<file path="config.mk">
export PLATFORM = sky130hd
export DESIGN_NAME = load_store_unit
export DESIGN_NICKNAME = d
export VERILOG_FILES = /design/src/rtl/load_store_unit.sv
export SDC_FILE = /design/constraint.sdc
export NUM_CORES = 1
export LEC_CHECK = 0
export BUFFER_PORTS_ARGS = -buffer_cell sky130_fd_sc_hd__buf_2
export CORE_AREA = 2 2 131 133
export DETAILED_ROUTE_END_ITERATION = 8
export DIE_AREA = 0 0 133 135
export GPL_ROUTABILITY_DRIVEN = 0
export PLACE_DENSITY = 0.78
export SYNTH_ARGS = -nofsm -noshare
export SYNTH_HDL_FRONTEND = slang
export SYNTH_SLANG_ARGS = --single-unit
</file>
<file path="constraint.sdc">
create_clock -name clk -period 3.8 [get_ports clk]
set_input_delay 0 -clock clk [delete_from_list [all_inputs] [get_ports clk]]
set_output_delay 0 -clock clk [all_outputs]
set_load 0.01 [all_outputs]
</file>
<file path="src/rtl/load_store_unit.sv">
// Byte-serial load/store initiator: splits B/H/W core requests into
// little-endian byte transfers and returns one response per request.
module load_store_unit #(
  parameter int unsigned ACK_TIMEOUT = 16
) (
  input  logic        clk,
  input  logic        rst_n,
  input  logic        ReqValid,
  output logic        ReqReady,
  input  logic        ReqWr,
  input  logic [2:0]  ReqCtrl,
  input  logic [31:0] ReqAddr,
  input  logic [31:0] ReqWData,
  output logic        RspValid,
  output logic [31:0] RspData,
  output logic        RspErr,
  output logic        MemReq,
  output logic        MemWe,
  output logic [31:0] MemAddr,
  output logic [7:0]  MemWData,
  input  logic [7:0]  MemRData,
  input  logic        MemAck
);

  localparam int unsigned AW    = 32;
  localparam int unsigned DW    = 32;
  localparam int unsigned CNT_W = (ACK_TIMEOUT > 1) ? $clog2(ACK_TIMEOUT) : 1;
  localparam logic [CNT_W-1:0] WAIT_LAST = CNT_W'(ACK_TIMEOUT - 1);

  typedef enum logic [1:0] {IDLE, ACCESS, RESP} state_e;

  state_e           state_q;
  logic             wr_q;
  logic [2:0]       ctrl_q;
  logic [AW-1:0]    addr_q;
  logic [DW-1:0]    wdata_q;
  logic [DW-1:0]    asm_q;
  logic [1:0]       k_q;
  logic [1:0]       last_q;
  logic [CNT_W-1:0] wait_q;

  logic             ready_q;
  logic             rsp_valid_q;
  logic [DW-1:0]    rsp_data_q;
  logic             rsp_err_q;
  logic             mem_req_q;
  logic             mem_we_q;
  logic [AW-1:0]    mem_addr_q;
  logic [7:0]       mem_wdata_q;

  logic             req_err;
  logic [1:0]       req_last;
  logic [1:0]       k_nx;
  logic [DW-1:0]    asm_nx;
  logic [DW-1:0]    ld_data;

  // Request legality: illegal encodings, sign-less stores and misalignment
  always_comb begin
    req_err = 1'b0;
    case (ReqCtrl)
      3'b000:  req_err = 1'b0;
      3'b001:  req_err = ReqAddr[0];
      3'b010:  req_err = (ReqAddr[1:0] != 2'b00);
      3'b100:  req_err = ReqWr;
      3'b101:  req_err = ReqWr | ReqAddr[0];
      default: req_err = 1'b1;
    endcase
  end

  assign req_last = ReqCtrl[1] ? 2'd3 : (ReqCtrl[0] ? 2'd1 : 2'd0);
  assign k_nx     = k_q + 2'd1;

  // Assembly register with the byte arriving this cycle merged in
  always_comb begin
    asm_nx = asm_q;
    asm_nx[{k_q, 3'b000} +: 8] = MemRData;
  end

  // Sign/zero extension of the assembled load value
  always_comb begin
    ld_data = asm_nx;
    case (ctrl_q)
      3'b000:  ld_data = {{24{asm_nx[7]}}, asm_nx[7:0]};
      3'b100:  ld_data = {24'h0, asm_nx[7:0]};
      3'b001:  ld_data = {{16{asm_nx[15]}}, asm_nx[15:0]};
      3'b101:  ld_data = {16'h0, asm_nx[15:0]};
      default: ld_data = asm_nx;
    endcase
  end

  // Transaction FSM with registered outputs
  always_ff @(posedge clk or negedge rst_n) begin
    if (!rst_n) begin
      state_q     <= IDLE;
      wr_q        <= 1'b0;
      ctrl_q      <= 3'b000;
      addr_q      <= '0;
      wdata_q     <= '0;
      asm_q       <= '0;
      k_q         <= 2'd0;
      last_q      <= 2'd0;
      wait_q      <= '0;
      ready_q     <= 1'b1;
      rsp_valid_q <= 1'b0;
      rsp_data_q  <= '0;
      rsp_err_q   <= 1'b0;
      mem_req_q   <= 1'b0;
      mem_we_q    <= 1'b0;
      mem_addr_q  <= '0;
      mem_wdata_q <= '0;
    end else begin
      rsp_valid_q <= 1'b0;
      case (state_q)
        IDLE: begin
          if (ReqValid && ready_q) begin
            wr_q       <= ReqWr;
            ctrl_q     <= ReqCtrl;
            addr_q     <= ReqAddr;
            wdata_q    <= ReqWData;
            last_q     <= req_last;
            ready_q    <= 1'b0;
            rsp_data_q <= '0;
            if (req_err) begin
              state_q     <= RESP;
              rsp_valid_q <= 1'b1;
              rsp_err_q   <= 1'b1;
            end else begin
              state_q     <= ACCESS;
              asm_q       <= '0;
              k_q         <= 2'd0;
              wait_q      <= '0;
              mem_req_q   <= 1'b1;
              mem_we_q    <= ReqWr;
              mem_addr_q  <= ReqAddr;
              mem_wdata_q <= ReqWData[7:0];
            end
          end
        end
        ACCESS: begin
          if (MemAck) begin
            wait_q <= '0;
            if (!wr_q) asm_q <= asm_nx;
            if (k_q != last_q) begin
              k_q         <= k_nx;
              mem_addr_q  <= addr_q + AW'(k_nx);
              mem_wdata_q <= wdata_q[{k_nx, 3'b000} +: 8];
            end else begin
              state_q     <= RESP;
              mem_req_q   <= 1'b0;
              mem_we_q    <= 1'b0;
              rsp_valid_q <= 1'b1;
              rsp_err_q   <= 1'b0;
              rsp_data_q  <= wr_q ? '0 : ld_data;
            end
          end else if ((ACK_TIMEOUT != 0) && (wait_q == WAIT_LAST)) begin
            state_q     <= RESP;
            mem_req_q   <= 1'b0;
            mem_we_q    <= 1'b0;
            rsp_valid_q <= 1'b1;
            rsp_err_q   <= 1'b1;
            rsp_data_q  <= '0;
          end else if (ACK_TIMEOUT != 0) begin
            wait_q <= wait_q + 1'b1;
          end
        end
        RESP: begin
          state_q    <= IDLE;
          ready_q    <= 1'b1;
          rsp_err_q  <= 1'b0;
          rsp_data_q <= '0;
        end
        default: begin
          state_q   <= IDLE;
          ready_q   <= 1'b1;
          mem_req_q <= 1'b0;
          mem_we_q  <= 1'b0;
        end
      endcase
    end
  end

  assign ReqReady = ready_q;
  assign RspValid = rsp_valid_q;
  assign RspData  = rsp_data_q;
  assign RspErr   = rsp_err_q;
  assign MemReq   = mem_req_q;
  assign MemWe    = mem_we_q;
  assign MemAddr  = mem_addr_q;
  assign MemWData = mem_wdata_q;

endmodule

</file>
After elaboration in Yosys (flattened, before gate mapping)
Index checks and enable logic that the tools add are counted.

Logic and storage cells: 127. Output and inout port bits: 77. Flip-flop bits (word level): 187.

Multiplexer cells: 64. Reductions and logical operators: 16. Eq/ne operators: 20. Shift-type cells: 3. Add/sub/neg operators: 4. Bitwise operators: 3.

Operators with widths (number): two-way mux 32 bit (13); one-hot mux 32 bit (2 select lines) (2); one-hot mux 32 bit (4 select lines) (1); one-hot mux 32 bit (3 select lines) (1); adder 32 x 2 -> 32 bit (1); bitwise mux 32 bit (1); two-way mux 8 bit (4); variable shift 8 x 7 -> 32 bit (first input constant) (1); indexed part select 32 x 6 -> 8 bit (1); indexed part select 8 x 7 -> 32 bit (1); two-way mux 2 bit (10); AND reduction 5 bit (4); two-way mux 1 bit (18); two-way mux 4 bit (4); one-hot mux 8 bit (2 select lines) (1); equality test 3 bit (second input constant) (4); inequality test 2 bit (second input constant) (6); inequality test 3 bit (second input constant) (3); one-hot mux 1 bit (3 select lines) (3); one-hot mux 2 bit (2 select lines) (2); one-hot mux 4 bit (2 select lines) (1); AND reduction 4 bit (2); negator 5 -> 7 bit (1); equality test 3 x 1 -> 1 bit (second input constant) (2); other kinds (18) (23).

Depth between registers and ports, before layout
Gate-level depths: netlist of the first run.

Depth after elaboration: 8. Mapped depth: 13. Gate-level depth less buffers: 9.

Worst setup path before layout of the first run
No wires, ideal clock.

Path kind: register -> register. Start point: register k_q[0]. End point: register mem_addr_q[16], in the netlist MemAddr[16]. Period minus slack after synthesis: 2.810 ns. Cell stages (with the launch flop): 14. Data arrival time: 2.727 ns. Data required time: 3.717 ns. Path slack: 0.990 ns. Cells stage by stage: dfrtp_1 buf_6 buf_2 inv_1 ha_1 fa_1 and4_1 clkbuf_2 and3_1 buf_2 nand3_1 xnor2_1 mux2i_1 o21ai_0.

Word-level cells in the longest chain between the ends: 5. Elaborated cells on any way between the ends: 8. Classes of those cells: add/sub (2); eq/ne (2); mux (3); reduce/logical (1).

RTL lines: from (decl) (RTL line 38) `logic [1:0] k_q;`; from (signal assigned) (RTL line 144) `k_q <= k_nx;`; adder 2 x 1 -> 2 bit (RTL line 71) `assign k_nx = k_q + 2'd1;`; adder 32 x 2 -> 32 bit (RTL line 145) `mem_addr_q <= addr_q + AW'(k_nx);`; two-way mux 32 bit (RTL line 143) `if (k_q != last_q) begin`; two-way mux 32 bit (RTL line 140) `if (MemAck) begin`; one-hot mux 32 bit (2 select lines) (RTL line 113) `case (state_q)`; to (signal assigned) (RTL line 134) `mem_addr_q <= ReqAddr;`; to (signal assigned) (RTL line 145); to (decl) (RTL line 48) `logic [AW-1:0] mem_addr_q;`.

Parallel ways exist; a longest one is shown, timed or not. The select of a mux whose other input is x is not followed. A chain may end at the register's enable or synchronous reset.

Final worst setup path of the first run
Start point: register k_q[1]. End point: register rsp_data_q[19], in the netlist RspData[19].

Word-level cells in the longest chain between the ends: 8. Elaborated cells on any way between the ends: 12. Classes of those cells: add/sub (1); eq/ne (2); shift (2); mux (6); reduce/logical (1).

RTL lines: negator 5 -> 7 bit (RTL line 76) `asm_nx[{k_q, 3'b000} +: 8] = MemRData;`; indexed part select 8 x 7 -> 32 bit / variable shift 8 x 7 -> 32 bit (equally long branches) (RTL line 76); bitwise mux 32 bit (RTL line 76); one-hot mux 32 bit (4 select lines) (RTL line 82) `case (ctrl_q)`; two-way mux 32 bit (RTL line 153) `rsp_data_q <= wr_q ? '0 : ld_data;`; two-way mux 32 bit (RTL line 143); two-way mux 32 bit (RTL line 140); one-hot mux 32 bit (3 select lines) (RTL line 113); to (signal assigned) (RTL line 153); to (decl) (RTL line 44) `logic [DW-1:0] rsp_data_q;`.

Parallel ways exist; a longest one is shown, timed or not. The select of a mux whose other input is x is not followed.

==> flow_summary.html, run 1 <==
<table>
<tr><th>Metric</th><th>Value</th></tr>
<tr><th colspan="2">Run status</th></tr>
<tr><td>Run status</td><td>finished clean</td></tr>
<tr><th colspan="2">Floorplanning</th></tr>
<tr><td>Initial standard-cell utilization of the core</td><td>0.551</td></tr>
<tr><td>Total number of placement rows</td><td>47</td></tr>
<tr><td>Number of primary I/O pins</td><td>157</td></tr>
<tr><td>Floorplan die area</td><td>18000 sq um</td></tr>
<tr><td>Placeable core region</td><td>16400 sq um</td></tr>
<tr><td>Chip height</td><td>135 um</td></tr>
<tr><td>X dimension of the die</td><td>133 um</td></tr>
<tr><th colspan="2">STA</th></tr>
<tr><td>Tmin final</td><td>3120 ps</td></tr>
<tr><td>Actual transition at the worst max-transition pin</td><td>1270 ps</td></tr>
<tr><td>Max_slew headroom</td><td>0.141</td></tr>
<tr><td>RSZ-0062 raised after global routing</td><td>false</td></tr>
<tr><td>Setup Viol. Count Final</td><td>0</td></tr>
<tr><td>Final worst-path cycle share</td><td>0.821</td></tr>
<tr><td>Fin Setup TNS</td><td>0 ps</td></tr>
<tr><td>Maximum frequency from static timing analysis</td><td>320 MHz</td></tr>
<tr><td>Final Hold Vio Count</td><td>0</td></tr>
<tr><td>Clk_skew</td><td>13.0 ps</td></tr>
<tr><td>Fin. max-slew vios</td><td>0</td></tr>
<tr><th colspan="2">Pwr</th></tr>
<tr><td>Relative contribution of the clock network to total power</td><td>0.225</td></tr>
<tr><td>Comb pwr share</td><td>0.372</td></tr>
<tr><td>Sw frac</td><td>0.394</td></tr>
<tr><td>NetSw</td><td>3.10 mW</td></tr>
<tr><td>Internal Dissipation</td><td>4.77 mW</td></tr>
<tr><td>Worst-case vdd ir drop</td><td>439 uV</td></tr>
<tr><td>Pleak</td><td>5.51 nW</td></tr>
<tr><td>Flop pwr share</td><td>0.403</td></tr>
<tr><td>P per Cell Area</td><td>698 nW/um^2</td></tr>
<tr><th colspan="2">Clocking</th></tr>
<tr><td>Clock slew at reported path FFs</td><td>70 ps</td></tr>
<tr><td>Maximum level of the CTS H-tree</td><td>4</td></tr>
<tr><td>Clock network latency to the later pin of the worst-skew pair</td><td>440 ps</td></tr>
<tr><td>Setup bufs post-CTS</td><td>0</td></tr>
<tr><td>Max clock buf depth</td><td>2</td></tr>
<tr><td>Clk Tree Root Cell</td><td>sky130_fd_sc_hd__clkbuf_16</td></tr>
<tr><td>Total clock buffers created by CTS</td><td>17</td></tr>
<tr><td>CTS tree</td><td>done</td></tr>
<tr><td>Count of clock tree sinks</td><td>186</td></tr>
<tr><th colspan="2">Global route</th></tr>
<tr><td>Vias in the first global route</td><td>7919</td></tr>
<tr><td>Total overflow reported by the global router</td><td>0</td></tr>
<tr><td>Maximum number of pins on one net before global-route repair</td><td>118</td></tr>
<tr><td>First-pass GRT wire length</td><td>39200 um</td></tr>
<tr><td>Global-route total usage across every layer</td><td>0.276</td></tr>
<tr><td>Antenna violations before repair</td><td>0</td></tr>
<tr><th colspan="2">Critical path</th></tr>
<tr><td>Buf/Inv on CP</td><td>1</td></tr>
<tr><td>Required time reported for the critical path endpoint</td><td>4170 ps</td></tr>
<tr><td>Kind of end point of the critical path</td><td>register</td></tr>
<tr><td>Startpoint-to-endpoint class of the critical path</td><td>register to register</td></tr>
<tr><td>Worst EP arrival</td><td>3490 ps</td></tr>
<tr><td>Maximum net fanout on the critical path</td><td>16</td></tr>
<tr><td>Crit path cell chain</td><td>inv_1 -&gt; ha_1 -&gt; and4b_1 -&gt; a21oi_4 -&gt; mux2i_4 -&gt; a21oi_2 -&gt; nor4_4 -&gt; a22o_1</td></tr>
<tr><td>Cell with the biggest individual delay on the critical path</td><td>sky130_fd_sc_hd__ha_1</td></tr>
<tr><td>Max stage delay on crit path</td><td>750 ps</td></tr>
<tr><td>Category of cells accounting for the largest share of critical-path delay</td><td>simple AND/OR/NAND/NOR gates</td></tr>
<tr><td>Kind of launch point of the worst setup path</td><td>register</td></tr>
<tr><th colspan="2">Final layout</th></tr>
<tr><td># nets final</td><td>1285</td></tr>
<tr><td>Fraction of layout cells with a size suffix above 1</td><td>0.189</td></tr>
<tr><td>Layout-stage area growth over the synthesis result</td><td>24.8%</td></tr>
<tr><td>Utilization after layout</td><td>0.688</td></tr>
<tr><td>Number of diodes added for antenna fixing</td><td>0</td></tr>
<tr><th colspan="2">Synthesis</th></tr>
<tr><td>Cell taking the most area after synthesis</td><td>sky130_fd_sc_hd__dfrtp_1</td></tr>
<tr><td>Mean instance size in the synthesized netlist</td><td>9.15 sq um</td></tr>
<tr><td>Portion of synthesized cell area occupied by the leading cell type</td><td>0.512</td></tr>
<tr><td>Post-Synthesis Net Count</td><td>1080</td></tr>
<tr><td>Syn. warnings</td><td>0</td></tr>
<tr><td>Distinct cell type count after synthesis</td><td>59</td></tr>
<tr><td>Sequential area share after synthesis</td><td>0.515</td></tr>
<tr><td>Seq cells post-synth</td><td>186</td></tr>
<tr><td>Dominant register cell in the synthesized netlist</td><td>sky130_fd_sc_hd__dfrtp_1</td></tr>
<tr><td>Post-synthesis instance total</td><td>988</td></tr>
<tr><td>Biggest area contributors in the synthesized netlist</td><td>sky130_fd_sc_hd__dfrtp_1 (51%), sky130_fd_sc_hd__nand2_1 (13%), sky130_fd_sc_hd__o21ai_0 (4.5%)</td></tr>
<tr><td>Fraction of synthesis flops using an asynchronous set or reset pin</td><td>1.00</td></tr>
<tr><td>Number of enable flip-flop cells after synthesis</td><td>0</td></tr>
<tr><td>Area of the mapped netlist</td><td>9040 sq um</td></tr>
<tr><th colspan="2">Detailed routing</th></tr>
<tr><td>Remaining design rule violation count</td><td>0</td></tr>
<tr><td>DRC violation total after the first TritonRoute iteration</td><td>631</td></tr>
<tr><td>Post-route ant nets</td><td>0</td></tr>
<tr><td>Via density per instance</td><td>5.54</td></tr>
<tr><td>Length of the first detailed-routing pass in iterations</td><td>5</td></tr>
<tr><td>Vias</td><td>7892</td></tr>
<tr><td>Detailed-route wire length</td><td>23800 um</td></tr>
<tr><td>Drt wl/cell</td><td>16.7 um</td></tr>
<tr><th colspan="2">Place</th></tr>
<tr><td>Dpl hpwl</td><td>14800 um</td></tr>
<tr><td>IO buf count</td><td>156</td></tr>
<tr><th colspan="2">Min path</th></tr>
<tr><td>Class of the most critical hold timing path</td><td>input port to register</td></tr>
<tr><th colspan="2">Job</th></tr>
<tr><td>Total of max-cap violations</td><td>0</td></tr>
</table>
power groups by stage:
| stage | clock, mW | combinational, mW | sequential, mW |
|---|---|---|---|
| finish | 1.77 | 2.93 | 3.18 |
| detailed placement | 0 | 2.83 | 3.18 |
| global route | 1.88 | 3.28 | 3.25 |
| global placement | 0 | 2.75 | 3.16 |
| CTS | 1.78 | 2.90 | 3.16 |
| floorplan | 0 | 1.95 | 3.15 |
layer usage:
| metal | global-route usage | vias to the layer above | share of wire | wire length, um |
|---|---|---|---|---|
| met1 | 0.360 | 3818 | 0.43 | 10200 |
| met4 | 0.105 | 0 | 0.025 | 591 |
| li1 | - | 3717 | - | - |
| met3 | 0.0649 | 59 | 0.059 | 1390 |
| met2 | 0.452 | 298 | 0.49 | 11600 |
| met5 | 0 | - | 0 | 0 |
worst paths after layout:
path	to	start	cells after the start	slack (ps)
max	RspData[19]	k_q[1]	8	680
min	asm_q[31]	MemRData[7]	3	7
max reg2reg	RspData[19]	k_q[1]	8	680
min reg2reg	RspData[1]	RspData[1]	2	470
max in group asynchronous	ReqReady	rst_n	3	2590
min in group asynchronous	RspData[3]	rst_n	2	210
registers in the layout, summed over array words and instances (netlist names), 2 cells and up:
signal    cells
MemAddr      32
RspData      32
addr_q       32
asm_q        32
wdata_q      32
MemWData      8
wait_q        4
ctrl_q        3
k_q           2
state_q       2
synthesized netlist by cell type (all sizes together), types with 11 or more instances:
cell type / number
nand2: 329
dfrtp: 185
o21ai: 94
a21oi: 48
nor2: 39
buf: 28
clkbuf: 28
inv: 20
mux2i: 19
nor2b: 19
xnor2: 17
a22o: 16
xor2: 15
nand3: 14
a22oi: 11
ha: 11
final cells by class:
class	instances	area, sq um
Clock buffer	20	457
Clock inverter	11	121
Fill cell	1256	5120
Inverter	20	75.1
Multi-Input combinational cell	726	4060
Sequential cell	186	4660
Tap cell	220	275
Timing Repair Buffer	242	1640
worst reg2reg max path, cell delays in order (launching register included):
cell	delay, ps
sky130_fd_sc_hd__dfrtp_1	420
sky130_fd_sc_hd__inv_1	100
sky130_fd_sc_hd__ha_1	750
sky130_fd_sc_hd__and4b_1	540
sky130_fd_sc_hd__a21oi_4	120
sky130_fd_sc_hd__mux2i_4	150
sky130_fd_sc_hd__a21oi_2	90
sky130_fd_sc_hd__nor4_4	640
sky130_fd_sc_hd__a22o_1	240
stage by stage:
stage | hold WS, ps | instance area [sq um] | power (mW) | instances | setup slack [ps]
floorplan | -296 | 9040 | 5.10 | 988 | 990
global placement | 189 | 9950 | 5.91 | 1318 | 760
detailed placement | 192 | 9950 | 6.01 | 1318 | 719
CTS | 1.12 | 11300 | 7.84 | 1425 | 681
global route | 19.3 | 11300 | 8.41 | 1425 | 444
finish | 7.38 | 11300 | 7.88 | 1425 | 679
cells by family after synthesis:
| group | count (synthesis) | share of synthesized area |
|---|---|---|
| XOR/XNOR | 32 | 0.0310 |
| multiplexers | 28 | 0.0436 |
| AO/OA/AOI/OAI | 195 | 0.135 |
| flip-flops | 186 | 0.515 |
| buffers and inverters | 76 | 0.0365 |
| AND/OR/NAND/NOR | 459 | 0.222 |
| adder cells (fa/ha/maj) | 12 | 0.0174 |
what timing repair did:
action                                  CTS  global route
endpoints found under the setup margin    0             0
resized for setup                         0             0
hold buffers                             76             0
hold endpoints to repair                238             0
cell usage in the layout, fill, tap and decap left out, types with 3 or more instances in the layout:
cell,count
sky130_fd_sc_hd__a21o_1,6
sky130_fd_sc_hd__a21oi_1,45
sky130_fd_sc_hd__a22o_1,16
sky130_fd_sc_hd__a22oi_1,10
sky130_fd_sc_hd__and2_1,5
sky130_fd_sc_hd__and2b_1,8
sky130_fd_sc_hd__and3_1,6
sky130_fd_sc_hd__and4_1,7
sky130_fd_sc_hd__buf_2,155
sky130_fd_sc_hd__buf_4,9
sky130_fd_sc_hd__clkbuf_16,17
sky130_fd_sc_hd__clkbuf_8,3
sky130_fd_sc_hd__clkinv_2,4
sky130_fd_sc_hd__dfrtp_1,185
sky130_fd_sc_hd__dlygate4sd3_1,76
sky130_fd_sc_hd__ha_1,10
sky130_fd_sc_hd__inv_1,20
sky130_fd_sc_hd__mux2i_1,18
sky130_fd_sc_hd__mux4_2,8
sky130_fd_sc_hd__nand2_1,325
sky130_fd_sc_hd__nand2_2,4
sky130_fd_sc_hd__nand2b_1,3
sky130_fd_sc_hd__nand3_1,13
sky130_fd_sc_hd__nand4_1,7
sky130_fd_sc_hd__nor2_1,39
sky130_fd_sc_hd__nor2b_1,19
sky130_fd_sc_hd__nor3_1,8
sky130_fd_sc_hd__nor4_1,4
sky130_fd_sc_hd__o21ai_0,82
sky130_fd_sc_hd__o21ai_1,10
sky130_fd_sc_hd__o31ai_1,7
sky130_fd_sc_hd__xnor2_1,17
sky130_fd_sc_hd__xor2_1,15
No activity file was read; power rests on OpenSTA's default activity.
==> run 2, diff against run 1 <==
--- a/config.mk
+++ b/config.mk
@@ -6,11 +6,11 @@
 export NUM_CORES = 1
 export LEC_CHECK = 0
 export BUFFER_PORTS_ARGS = -buffer_cell sky130_fd_sc_hd__buf_2
-export CORE_AREA = 2 2 131 133
+export CORE_AREA = 2 2 137 139
 export DETAILED_ROUTE_END_ITERATION = 8
-export DIE_AREA = 0 0 133 135
+export DIE_AREA = 0 0 139 141
 export GPL_ROUTABILITY_DRIVEN = 0
-export PLACE_DENSITY = 0.78
+export PLACE_DENSITY = 0.75
 export SYNTH_ARGS = -nofsm -noshare
 export SYNTH_HDL_FRONTEND = slang
 export SYNTH_SLANG_ARGS = --single-unit
==> constraint.sdc (replaced) <==
create_clock -name clk -period 2.7 [get_ports clk]
set_input_delay 0 -clock clk [delete_from_list [all_inputs] [get_ports clk]]
set_output_delay 0 -clock clk [all_outputs]
set_load 0.01 [all_outputs]
==> run 2 against run 1 <==
  * Core utilization is 6.0 points lower
  * Total power up 41%
  * Register-to-register slack got worse by 480 ps
  * Clock power increased by 37%
  * Non-clock buffer count grew 16
  * Largest power group unchanged
  * Die area grew 9.2%
  * Largest cell class unchanged
  * Flip-flop and latch count unchanged
  * Sequential power is 38% higher
  * Worst setup slack got worse by 480 ps
==> flow_summary.html, run 2 (synthesis gave the netlist of run 1 again) <==
<table>
<tr><th>Metric</th><th>Value</th></tr>
<tr><th colspan="2">Floorplanning</th></tr>
<tr><td>Total number of placement rows</td><td>50 (was 47)</td></tr>
<tr><td>Placeable core region</td><td>18300 sq um (was 16400 sq um)</td></tr>
<tr><td>X dimension of the die</td><td>139 um (was 133 um)</td></tr>
<tr><td>Number of primary I/O pins</td><td>157 (unchanged)</td></tr>
<tr><td>Chip height</td><td>141 um (was 135 um)</td></tr>
<tr><td>Initial standard-cell utilization of the core</td><td>0.495 (was 0.551)</td></tr>
<tr><td>Floorplan die area</td><td>19600 sq um (was 18000 sq um)</td></tr>
<tr><th colspan="2">Clocking</th></tr>
<tr><td>Count of clock tree sinks</td><td>186 (unchanged)</td></tr>
<tr><td>CTS tree</td><td>done (unchanged)</td></tr>
<tr><td>Clock network latency to the later pin of the worst-skew pair</td><td>440 ps (about the same)</td></tr>
<tr><td>Max clock buf depth</td><td>2 (unchanged)</td></tr>
<tr><td>Setup bufs post-CTS</td><td>0 (unchanged)</td></tr>
<tr><td>Maximum level of the CTS H-tree</td><td>4 (unchanged)</td></tr>
<tr><td>Clock slew at reported path FFs</td><td>70 ps (about the same)</td></tr>
<tr><td>Total clock buffers created by CTS</td><td>17 (unchanged)</td></tr>
<tr><td>Clk Tree Root Cell</td><td>sky130_fd_sc_hd__clkbuf_16 (unchanged)</td></tr>
<tr><th colspan="2">Pwr</th></tr>
<tr><td>Worst-case vdd ir drop</td><td>561 uV (was 439 uV)</td></tr>
<tr><td>Pleak</td><td>5.60 nW (was 5.51 nW)</td></tr>
<tr><td>P per Cell Area</td><td>969 nW/um^2 (was 698 nW/um^2)</td></tr>
<tr><th colspan="2">Critical path</th></tr>
<tr><td>Source of the critical timing path</td><td>k_q[1] (unchanged)</td></tr>
<tr><td>Kind of launch point of the worst setup path</td><td>register (unchanged)</td></tr>
<tr><td>Required time reported for the critical path endpoint</td><td>3020 ps (was 4170 ps)</td></tr>
<tr><td>Worst EP arrival</td><td>2820 ps (was 3490 ps)</td></tr>
<tr><td>Startpoint-to-endpoint class of the critical path</td><td>register to register (unchanged)</td></tr>
<tr><td>Worst R2R Start</td><td>k_q[1] (unchanged)</td></tr>
<tr><td>Kind of end point of the critical path</td><td>register (unchanged)</td></tr>
<tr><td>Maximum net fanout on the critical path</td><td>8 (was 16)</td></tr>
<tr><th colspan="2">STA</th></tr>
<tr><td>Fin Setup TNS</td><td>0 ps (unchanged)</td></tr>
<tr><td>Clk_skew</td><td>12.0 ps (was 13.0 ps)</td></tr>
<tr><td>Setup Viol. Count Final</td><td>0 (unchanged)</td></tr>
<tr><td>Maximum frequency from static timing analysis</td><td>401 MHz (was 320 MHz)</td></tr>
<tr><td>Final worst-path cycle share</td><td>0.925 (was 0.821)</td></tr>
<tr><td>Actual transition at the worst max-transition pin</td><td>1030 ps (was 1270 ps)</td></tr>
<tr><td>Tmin final</td><td>2500 ps (was 3120 ps)</td></tr>
<tr><td>Fin. max-slew vios</td><td>0 (unchanged)</td></tr>
<tr><td>Max_slew headroom</td><td>0.306 (was 0.141)</td></tr>
<tr><td>RSZ-0062 raised after global routing</td><td>false (unchanged)</td></tr>
<tr><td>Final Hold Vio Count</td><td>0 (unchanged)</td></tr>
<tr><th colspan="2">Place</th></tr>
<tr><td>Dpl hpwl</td><td>15200 um (was 14800 um)</td></tr>
<tr><td>IO buf count</td><td>156 (unchanged)</td></tr>
<tr><td>Total placed instance area</td><td>10100 sq um (was 9950 sq um)</td></tr>
<tr><th colspan="2">Global route</th></tr>
<tr><td>Antenna violations before repair</td><td>0 (unchanged)</td></tr>
<tr><td>Global-route total usage across every layer</td><td>0.249 (was 0.276)</td></tr>
<tr><td>Maximum number of pins on one net before global-route repair</td><td>78 (was 118)</td></tr>
<tr><td>Total overflow reported by the global router</td><td>0 (unchanged)</td></tr>
<tr><td>Vias in the first global route</td><td>7762 (was 7919)</td></tr>
<tr><td>First-pass GRT wire length</td><td>39200 um (about the same)</td></tr>
<tr><th colspan="2">Run status</th></tr>
<tr><td>Run status</td><td>finished clean (unchanged)</td></tr>
<tr><th colspan="2">Detailed routing</th></tr>
<tr><td>Drt wl/cell</td><td>16.2 um (was 16.7 um)</td></tr>
<tr><td>Vias</td><td>7745 (was 7892)</td></tr>
<tr><td>Via density per instance</td><td>5.32 (was 5.54)</td></tr>
<tr><td>Detailed-route wire length</td><td>23600 um (was 23800 um)</td></tr>
<tr><td>DRC violation total after the first TritonRoute iteration</td><td>553 (was 631)</td></tr>
<tr><td>Post-route ant nets</td><td>0 (unchanged)</td></tr>
<tr><td>Remaining design rule violation count</td><td>0 (unchanged)</td></tr>
<tr><td>Length of the first detailed-routing pass in iterations</td><td>5 (unchanged)</td></tr>
<tr><th colspan="2">Final layout</th></tr>
<tr><td>Fraction of layout cells with a size suffix above 1</td><td>0.201 (was 0.189)</td></tr>
<tr><td>Commonest cells after routing, fill and taps aside</td><td>sky130_fd_sc_hd__nand2_1 (324), sky130_fd_sc_hd__dfrtp_1 (185), sky130_fd_sc_hd__buf_2 (155) (was sky130_fd_sc_hd__nand2_1 (325), sky130_fd_sc_hd__dfrtp_1 (185), sky130_fd_sc_hd__buf_2 (155))</td></tr>
<tr><td>Layout-stage area growth over the synthesis result</td><td>26.8% (was 24.8%)</td></tr>
<tr><td>Filler cells</td><td>1492 (was 1256)</td></tr>
<tr><td># nets final</td><td>1301 (was 1285)</td></tr>
<tr><td>Area of all placed cells without fillers</td><td>11500 sq um (was 11300 sq um)</td></tr>
<tr><td>Most common cell after layout, fill and taps aside</td><td>sky130_fd_sc_hd__nand2_1 (unchanged)</td></tr>
<tr><td>Number of diodes added for antenna fixing</td><td>0 (unchanged)</td></tr>
<tr><th colspan="2">Min path</th></tr>
<tr><td>Launch instance of the worst min-delay path</td><td>MemAck (was MemRData[7])</td></tr>
<tr><td>Class of the most critical hold timing path</td><td>input port to register (unchanged)</td></tr>
<tr><th colspan="2">Job</th></tr>
<tr><td>Total of max-cap violations</td><td>0 (unchanged)</td></tr>
</table>
run 2: final cells by class:
type	instances	area [sq um]	share of cell area
Clock buffer	18	439	0.0383
Clock inverter	14	136	0.0119
Inverter	20	75.1	0.00655
Multi-Input combinational cell	726	4080	0.356
Sequential cell	186	4660	0.406
Tap cell	234	293	0.0255
Timing Repair Buffer	258	1790	0.156
run 2: repair_timing:
action / CTS / global route
hold endpoints to repair: 200 / 0
resized for setup: 0 / 1
hold buffers: 78 / 0
endpoints found under the setup margin: 0 / 1
run 2: metal layers:
| layer | up-vias | track usage | wire (um) |
|---|---|---|---|
| li1 | 3750 | - | - |
| met1 | 3703 | 0.333 | 10400 |
| met2 | 260 | 0.413 | 11500 |
| met3 | 32 | 0.0560 | 1430 |
| met4 | 0 | 0.0707 | 369 |
| met5 | - | 0 | 0 |
run 2: final timing paths:
path                                to  slack [ps]  cells past startpoint
max                        MemAddr[24]         200                      9
min                          wait_q[2]          20                      4
max reg2reg                MemAddr[24]         200                      9
min reg2reg                 RspData[4]         470                      2
max in group asynchronous    addr_q[7]        1660                      3
min in group asynchronous   RspData[3]         120                      2
run 2: worst max-delay path: stages (launching register included):
cell                      delay, ps
sky130_fd_sc_hd__dfrtp_1        420
sky130_fd_sc_hd__inv_1          120
sky130_fd_sc_hd__ha_4           330
sky130_fd_sc_hd__fa_1           230
sky130_fd_sc_hd__and4_1         400
sky130_fd_sc_hd__nand3_1        170
sky130_fd_sc_hd__nor4_1         260
sky130_fd_sc_hd__xnor2_1        170
sky130_fd_sc_hd__a22oi_1        120
sky130_fd_sc_hd__a21o_1         180
run 2: where the power goes:
group          leakage [nW]  internal, mW  switching [mW]  total, mW
clock                 0.282          1.25            1.19       2.43
combinational          2.92          1.72            2.55       4.27
sequential             2.40          3.71           0.690       4.40
run 2: per-stage QoR:
| step | cells | power (mW) | hold WS, ps | utilization | worst slack (ps) |
|---|---|---|---|---|---|
| final | 1456 | 11.1 | 17.0 | 0.628 | 203 |
| after global placement | 1346 | 8.45 | 70.3 | 0.553 | 295 |
| after detailed placement | 1346 | 8.57 | 70.6 | 0.553 | 249 |
| after global routing | 1456 | 11.9 | 35.4 | 0.628 | 22.9 |
| after floorplan | 988 | 7.20 | -296 | - | 57.8 |
| after CTS | 1456 | 11.1 | 0.725 | 0.627 | 200 |
==> run 3, diff against run 2 <==
--- a/config.mk
+++ b/config.mk
@@ -6,11 +6,14 @@
 export NUM_CORES = 1
 export LEC_CHECK = 0
 export BUFFER_PORTS_ARGS = -buffer_cell sky130_fd_sc_hd__buf_2
-export CORE_AREA = 2 2 137 139
+export CELL_PAD_IN_SITES_DETAIL_PLACEMENT = 0
+export CELL_PAD_IN_SITES_GLOBAL_PLACEMENT = 1
+export CORE_AREA = 2 2 156 158
 export DETAILED_ROUTE_END_ITERATION = 8
-export DIE_AREA = 0 0 139 141
+export DIE_AREA = 0 0 158 160
 export GPL_ROUTABILITY_DRIVEN = 0
-export PLACE_DENSITY = 0.75
+export MAX_ROUTING_LAYER = met4
+export PLACE_DENSITY_LB_ADDON = 0.1
 export SYNTH_ARGS = -nofsm -noshare
 export SYNTH_HDL_FRONTEND = slang
 export SYNTH_SLANG_ARGS = --single-unit
==> run 3 against run 2 <==
  * Final cell count grew 6.1%
  * First-iteration DRC count fell by 32%
  * Total power decreased by 0.49%
  * Worst setup slack gained 76 ps
  * Critical path depth is the same
  * Design area grew 0.66%
  * Critical path type unchanged
  * Non-clock buffer count fell by 1
  * Wire length is 5.1% higher
  * Flip-flop and latch count is the same
==> flow_summary.html, run 3 (synthesis gave the netlist of run 1 again) <==
<table>
<tr><th>Metric</th><th>Value</th></tr>
<tr><th colspan="2">Final layout</th></tr>
<tr><td># nets final</td><td>1300 (was 1301)</td></tr>
<tr><td>Fraction of layout cells with a size suffix above 1</td><td>0.203 (was 0.201)</td></tr>
<tr><td>Layout Cells excl Fill</td><td>1545 (was 1456)</td></tr>
<tr><td>Area of all placed cells without fillers</td><td>11500 sq um (about the same)</td></tr>
<tr><td>Filler cells</td><td>2414 (was 1492)</td></tr>
<tr><td>Most common cell after layout, fill and taps aside</td><td>sky130_fd_sc_hd__nand2_1 (unchanged)</td></tr>
<tr><td>Commonest cells after routing, fill and taps aside</td><td>sky130_fd_sc_hd__nand2_1 (325), sky130_fd_sc_hd__dfrtp_1 (185), sky130_fd_sc_hd__buf_2 (155) (was sky130_fd_sc_hd__nand2_1 (324), sky130_fd_sc_hd__dfrtp_1 (185), sky130_fd_sc_hd__buf_2 (155))</td></tr>
<tr><td>Layout-stage area growth over the synthesis result</td><td>27.7% (was 26.8%)</td></tr>
<tr><td>Number of diodes added for antenna fixing</td><td>0 (unchanged)</td></tr>
<tr><th colspan="2">Pwr</th></tr>
<tr><td>Worst-case vdd ir drop</td><td>515 uV (was 561 uV)</td></tr>
<tr><td>Pleak</td><td>5.57 nW (was 5.60 nW)</td></tr>
<tr><td>Flop pwr share</td><td>0.397 (was 0.396)</td></tr>
<tr><td>Comb pwr share</td><td>0.386 (was 0.385)</td></tr>
<tr><td>Relative contribution of the clock network to total power</td><td>0.217 (was 0.219)</td></tr>
<tr><td>Sw frac</td><td>0.400 (was 0.399)</td></tr>
<tr><td>P per Cell Area</td><td>958 nW/um^2 (was 969 nW/um^2)</td></tr>
<tr><td>Internal Dissipation</td><td>6.63 mW (was 6.67 mW)</td></tr>
<tr><td>NetSw</td><td>4.42 mW (was 4.43 mW)</td></tr>
<tr><th colspan="2">Floorplanning</th></tr>
<tr><td>Total number of placement rows</td><td>57 (was 50)</td></tr>
<tr><td>Initial standard-cell utilization of the core</td><td>0.380 (was 0.495)</td></tr>
<tr><td>Placeable core region</td><td>23800 sq um (was 18300 sq um)</td></tr>
<tr><td>X dimension of the die</td><td>158 um (was 139 um)</td></tr>
<tr><td>Floorplan die area</td><td>25300 sq um (was 19600 sq um)</td></tr>
<tr><td>Number of primary I/O pins</td><td>157 (unchanged)</td></tr>
<tr><td>Chip height</td><td>160 um (was 141 um)</td></tr>
<tr><th colspan="2">Critical path</th></tr>
<tr><td>Startpoint-to-endpoint class of the critical path</td><td>register to register (unchanged)</td></tr>
<tr><td>Kind of launch point of the worst setup path</td><td>register (unchanged)</td></tr>
<tr><td>Required time reported for the critical path endpoint</td><td>3050 ps (was 3020 ps)</td></tr>
<tr><td>Maximum net fanout on the critical path</td><td>8 (unchanged)</td></tr>
<tr><td>Critical R2R Capture</td><td>MemAddr[12] (was MemAddr[24])</td></tr>
<tr><td>Setup slack on the worst flop-to-flop path</td><td>280 ps (was 200 ps)</td></tr>
<tr><td>Source of the critical timing path</td><td>k_q[1] (unchanged)</td></tr>
<tr><td>Kind of end point of the critical path</td><td>register (unchanged)</td></tr>
<tr><td>Length in cells of the worst reg-to-reg path</td><td>9 (unchanged)</td></tr>
<tr><td>Worst EP arrival</td><td>2770 ps (was 2820 ps)</td></tr>
<tr><td>Worst R2R Start</td><td>k_q[1] (unchanged)</td></tr>
<tr><td>Endpoint of the worst setup timing path</td><td>MemAddr[12] (was MemAddr[24])</td></tr>
<tr><th colspan="2">STA</th></tr>
<tr><td>Fin Setup TNS</td><td>0 ps (unchanged)</td></tr>
<tr><td>RSZ-0062 raised after global routing</td><td>false (unchanged)</td></tr>
<tr><td>Max_slew headroom</td><td>0.519 (was 0.306)</td></tr>
<tr><td>Actual transition at the worst max-transition pin</td><td>721 ps (was 1030 ps)</td></tr>
<tr><td>Final worst-path cycle share</td><td>0.896 (was 0.925)</td></tr>
<tr><td>Fin. max-slew vios</td><td>0 (unchanged)</td></tr>
<tr><td>Maximum frequency from static timing analysis</td><td>413 MHz (was 401 MHz)</td></tr>
<tr><td>Tmin final</td><td>2420 ps (was 2500 ps)</td></tr>
<tr><td>Setup Viol. Count Final</td><td>0 (unchanged)</td></tr>
<tr><td>Clk_skew</td><td>16.5 ps (was 12.0 ps)</td></tr>
<tr><td>Final Hold Vio Count</td><td>0 (unchanged)</td></tr>
<tr><th colspan="2">Place</th></tr>
<tr><td>IO buf count</td><td>156 (unchanged)</td></tr>
<tr><td>Total placed instance area</td><td>10200 sq um (was 10100 sq um)</td></tr>
<tr><td>Placed Instances</td><td>1439 (was 1346)</td></tr>
<tr><td>Dpl hpwl</td><td>16800 um (was 15200 um)</td></tr>
<tr><th colspan="2">Clocking</th></tr>
<tr><td>CTS tree</td><td>done (unchanged)</td></tr>
<tr><td>Count of clock tree sinks</td><td>186 (unchanged)</td></tr>
<tr><td>Clk Tree Root Cell</td><td>sky130_fd_sc_hd__clkbuf_16 (unchanged)</td></tr>
<tr><td>Clock slew at reported path FFs</td><td>80 ps (was 70 ps)</td></tr>
<tr><td>Setup bufs post-CTS</td><td>0 (unchanged)</td></tr>
<tr><td>Max clock buf depth</td><td>2 (unchanged)</td></tr>
<tr><td>Total clock buffers created by CTS</td><td>17 (unchanged)</td></tr>
<tr><td>Clock network latency to the later pin of the worst-skew pair</td><td>430 ps (was 440 ps)</td></tr>
<tr><td>Maximum level of the CTS H-tree</td><td>4 (unchanged)</td></tr>
<tr><th colspan="2">Global route</th></tr>
<tr><td>First-pass GRT wire length</td><td>40600 um (was 39200 um)</td></tr>
<tr><td>Global-route track usage on met3</td><td>0.0320 (was 0.0560)</td></tr>
<tr><td>Met2 GRT Util</td><td>0.340 (was 0.413)</td></tr>
<tr><td>GRT met1 Usage</td><td>0.287 (was 0.333)</td></tr>
<tr><td>Most utilized layer in the global route result</td><td>met2 (unchanged)</td></tr>
<tr><td>Antenna violations before repair</td><td>0 (unchanged)</td></tr>
<tr><td>Total overflow reported by the global router</td><td>0 (unchanged)</td></tr>
<tr><td>Global-route total usage across every layer</td><td>0.212 (was 0.249)</td></tr>
<tr><td>Maximum number of pins on one net before global-route repair</td><td>80 (was 78)</td></tr>
<tr><td>Vias in the first global route</td><td>7508 (was 7762)</td></tr>
<tr><th colspan="2">Detailed routing</th></tr>
<tr><td>Detailed-route wire length</td><td>24800 um (was 23600 um)</td></tr>
<tr><td>Post-route ant nets</td><td>0 (unchanged)</td></tr>
<tr><td>Remaining design rule violation count</td><td>0 (unchanged)</td></tr>
<tr><td>Length of the first detailed-routing pass in iterations</td><td>7 (was 5)</td></tr>
<tr><td>Drt wl/cell</td><td>16.1 um (was 16.2 um)</td></tr>
<tr><td>Vias</td><td>7469 (was 7745)</td></tr>
<tr><td>Via density per instance</td><td>4.83 (was 5.32)</td></tr>
<tr><td>DRC violation total after the first TritonRoute iteration</td><td>375 (was 553)</td></tr>
<tr><th colspan="2">Run status</th></tr>
<tr><td>Run status</td><td>finished clean (unchanged)</td></tr>
<tr><th colspan="2">Min path</th></tr>
<tr><td>Class of the most critical hold timing path</td><td>input port to register (unchanged)</td></tr>
<tr><th colspan="2">Job</th></tr>
<tr><td>Total of max-cap violations</td><td>0 (unchanged)</td></tr>
</table>
[run 3: changes by cell type in the layout (fill, tap and decap cells not counted), sizes merged]
cell	change
clkinv	-6
clkbuf	+1
clkinvlp	+4
inv	+1
dlygate4sd3	-4
buf	+3
[run 3: how the worst min path moves through the flow]
| stage | from | to | slack (ps) | cells past startpoint |
|---|---|---|---|---|
| after global placement | rst_n | RspData[5] | 100 | 1 |
| after floorplan | rst_n | MemAddr[0] | -300 | 0 |
| after CTS | MemRData[2] | asm_q[18] | 6 | 3 |
| after global routing | MemRData[7] | asm_q[31] | 20 | 3 |
| after detailed placement | rst_n | RspData[5] | 100 | 1 |
| final | MemRData[2] | asm_q[18] | 20 | 3 |
[run 3: worst max-delay path: stages, from the launching register on]
cell,delay [ps]
sky130_fd_sc_hd__dfrtp_1,430
sky130_fd_sc_hd__inv_1,150
sky130_fd_sc_hd__ha_4,250
sky130_fd_sc_hd__fa_1,450
sky130_fd_sc_hd__and4_1,310
sky130_fd_sc_hd__and3_1,280
sky130_fd_sc_hd__nand3_1,120
sky130_fd_sc_hd__xnor2_1,120
sky130_fd_sc_hd__mux2i_1,80
sky130_fd_sc_hd__o21ai_0,160
[run 3: stage by stage]
step | hold WS, ps | util | total power [mW] | worst slack [ps]
floorplan | -296 | - | 7.20 | 57.8
global placement | 102 | 0.430 | 8.65 | 337
detailed placement | 103 | 0.430 | 8.70 | 253
CTS | 6.42 | 0.484 | 11.2 | 224
global route | 23.9 | 0.484 | 12.0 | 55.6
finish | 18.5 | 0.484 | 11.1 | 280
[run 3: cell type report]
cell class / instances / area (sq um) / area share
multi-input combinational: 726 / 4080 / 0.354
inverter: 20 / 75.1 / 0.00651
sequential: 186 / 4660 / 0.403
tap: 324 / 405 / 0.0351
clock inverter: 13 / 109 / 0.00943
clock buffer: 19 / 443 / 0.0384
timing repair buffer: 257 / 1770 / 0.153
[run 3: power by group through the flow]
stage	Clock, mW	Combinational (mW)	Sequential [mW]
after global routing	2.59	4.85	4.53
after detailed placement	0	4.25	4.44
after global placement	0	4.21	4.44
final	2.40	4.26	4.39
after floorplan	0	2.76	4.44
after CTS	2.47	4.35	4.40
[run 3: timing repair]
item | CTS | global route
setup endpoints to repair | 0 | 1
hold endpoints to repair | 193 | 0
hold buffers | 74 | 0
gates resized for setup | 0 | 1
[run 3: metal layers]
| metal | part of all wire | vias up |
|---|---|---|
| li1 | - | 3752 |
| met1 | 0.48 | 3565 |
| met2 | 0.48 | 136 |
| met3 | 0.031 | 16 |
| met4 | 0.0097 | 0 |
| met5 | 0 | - |
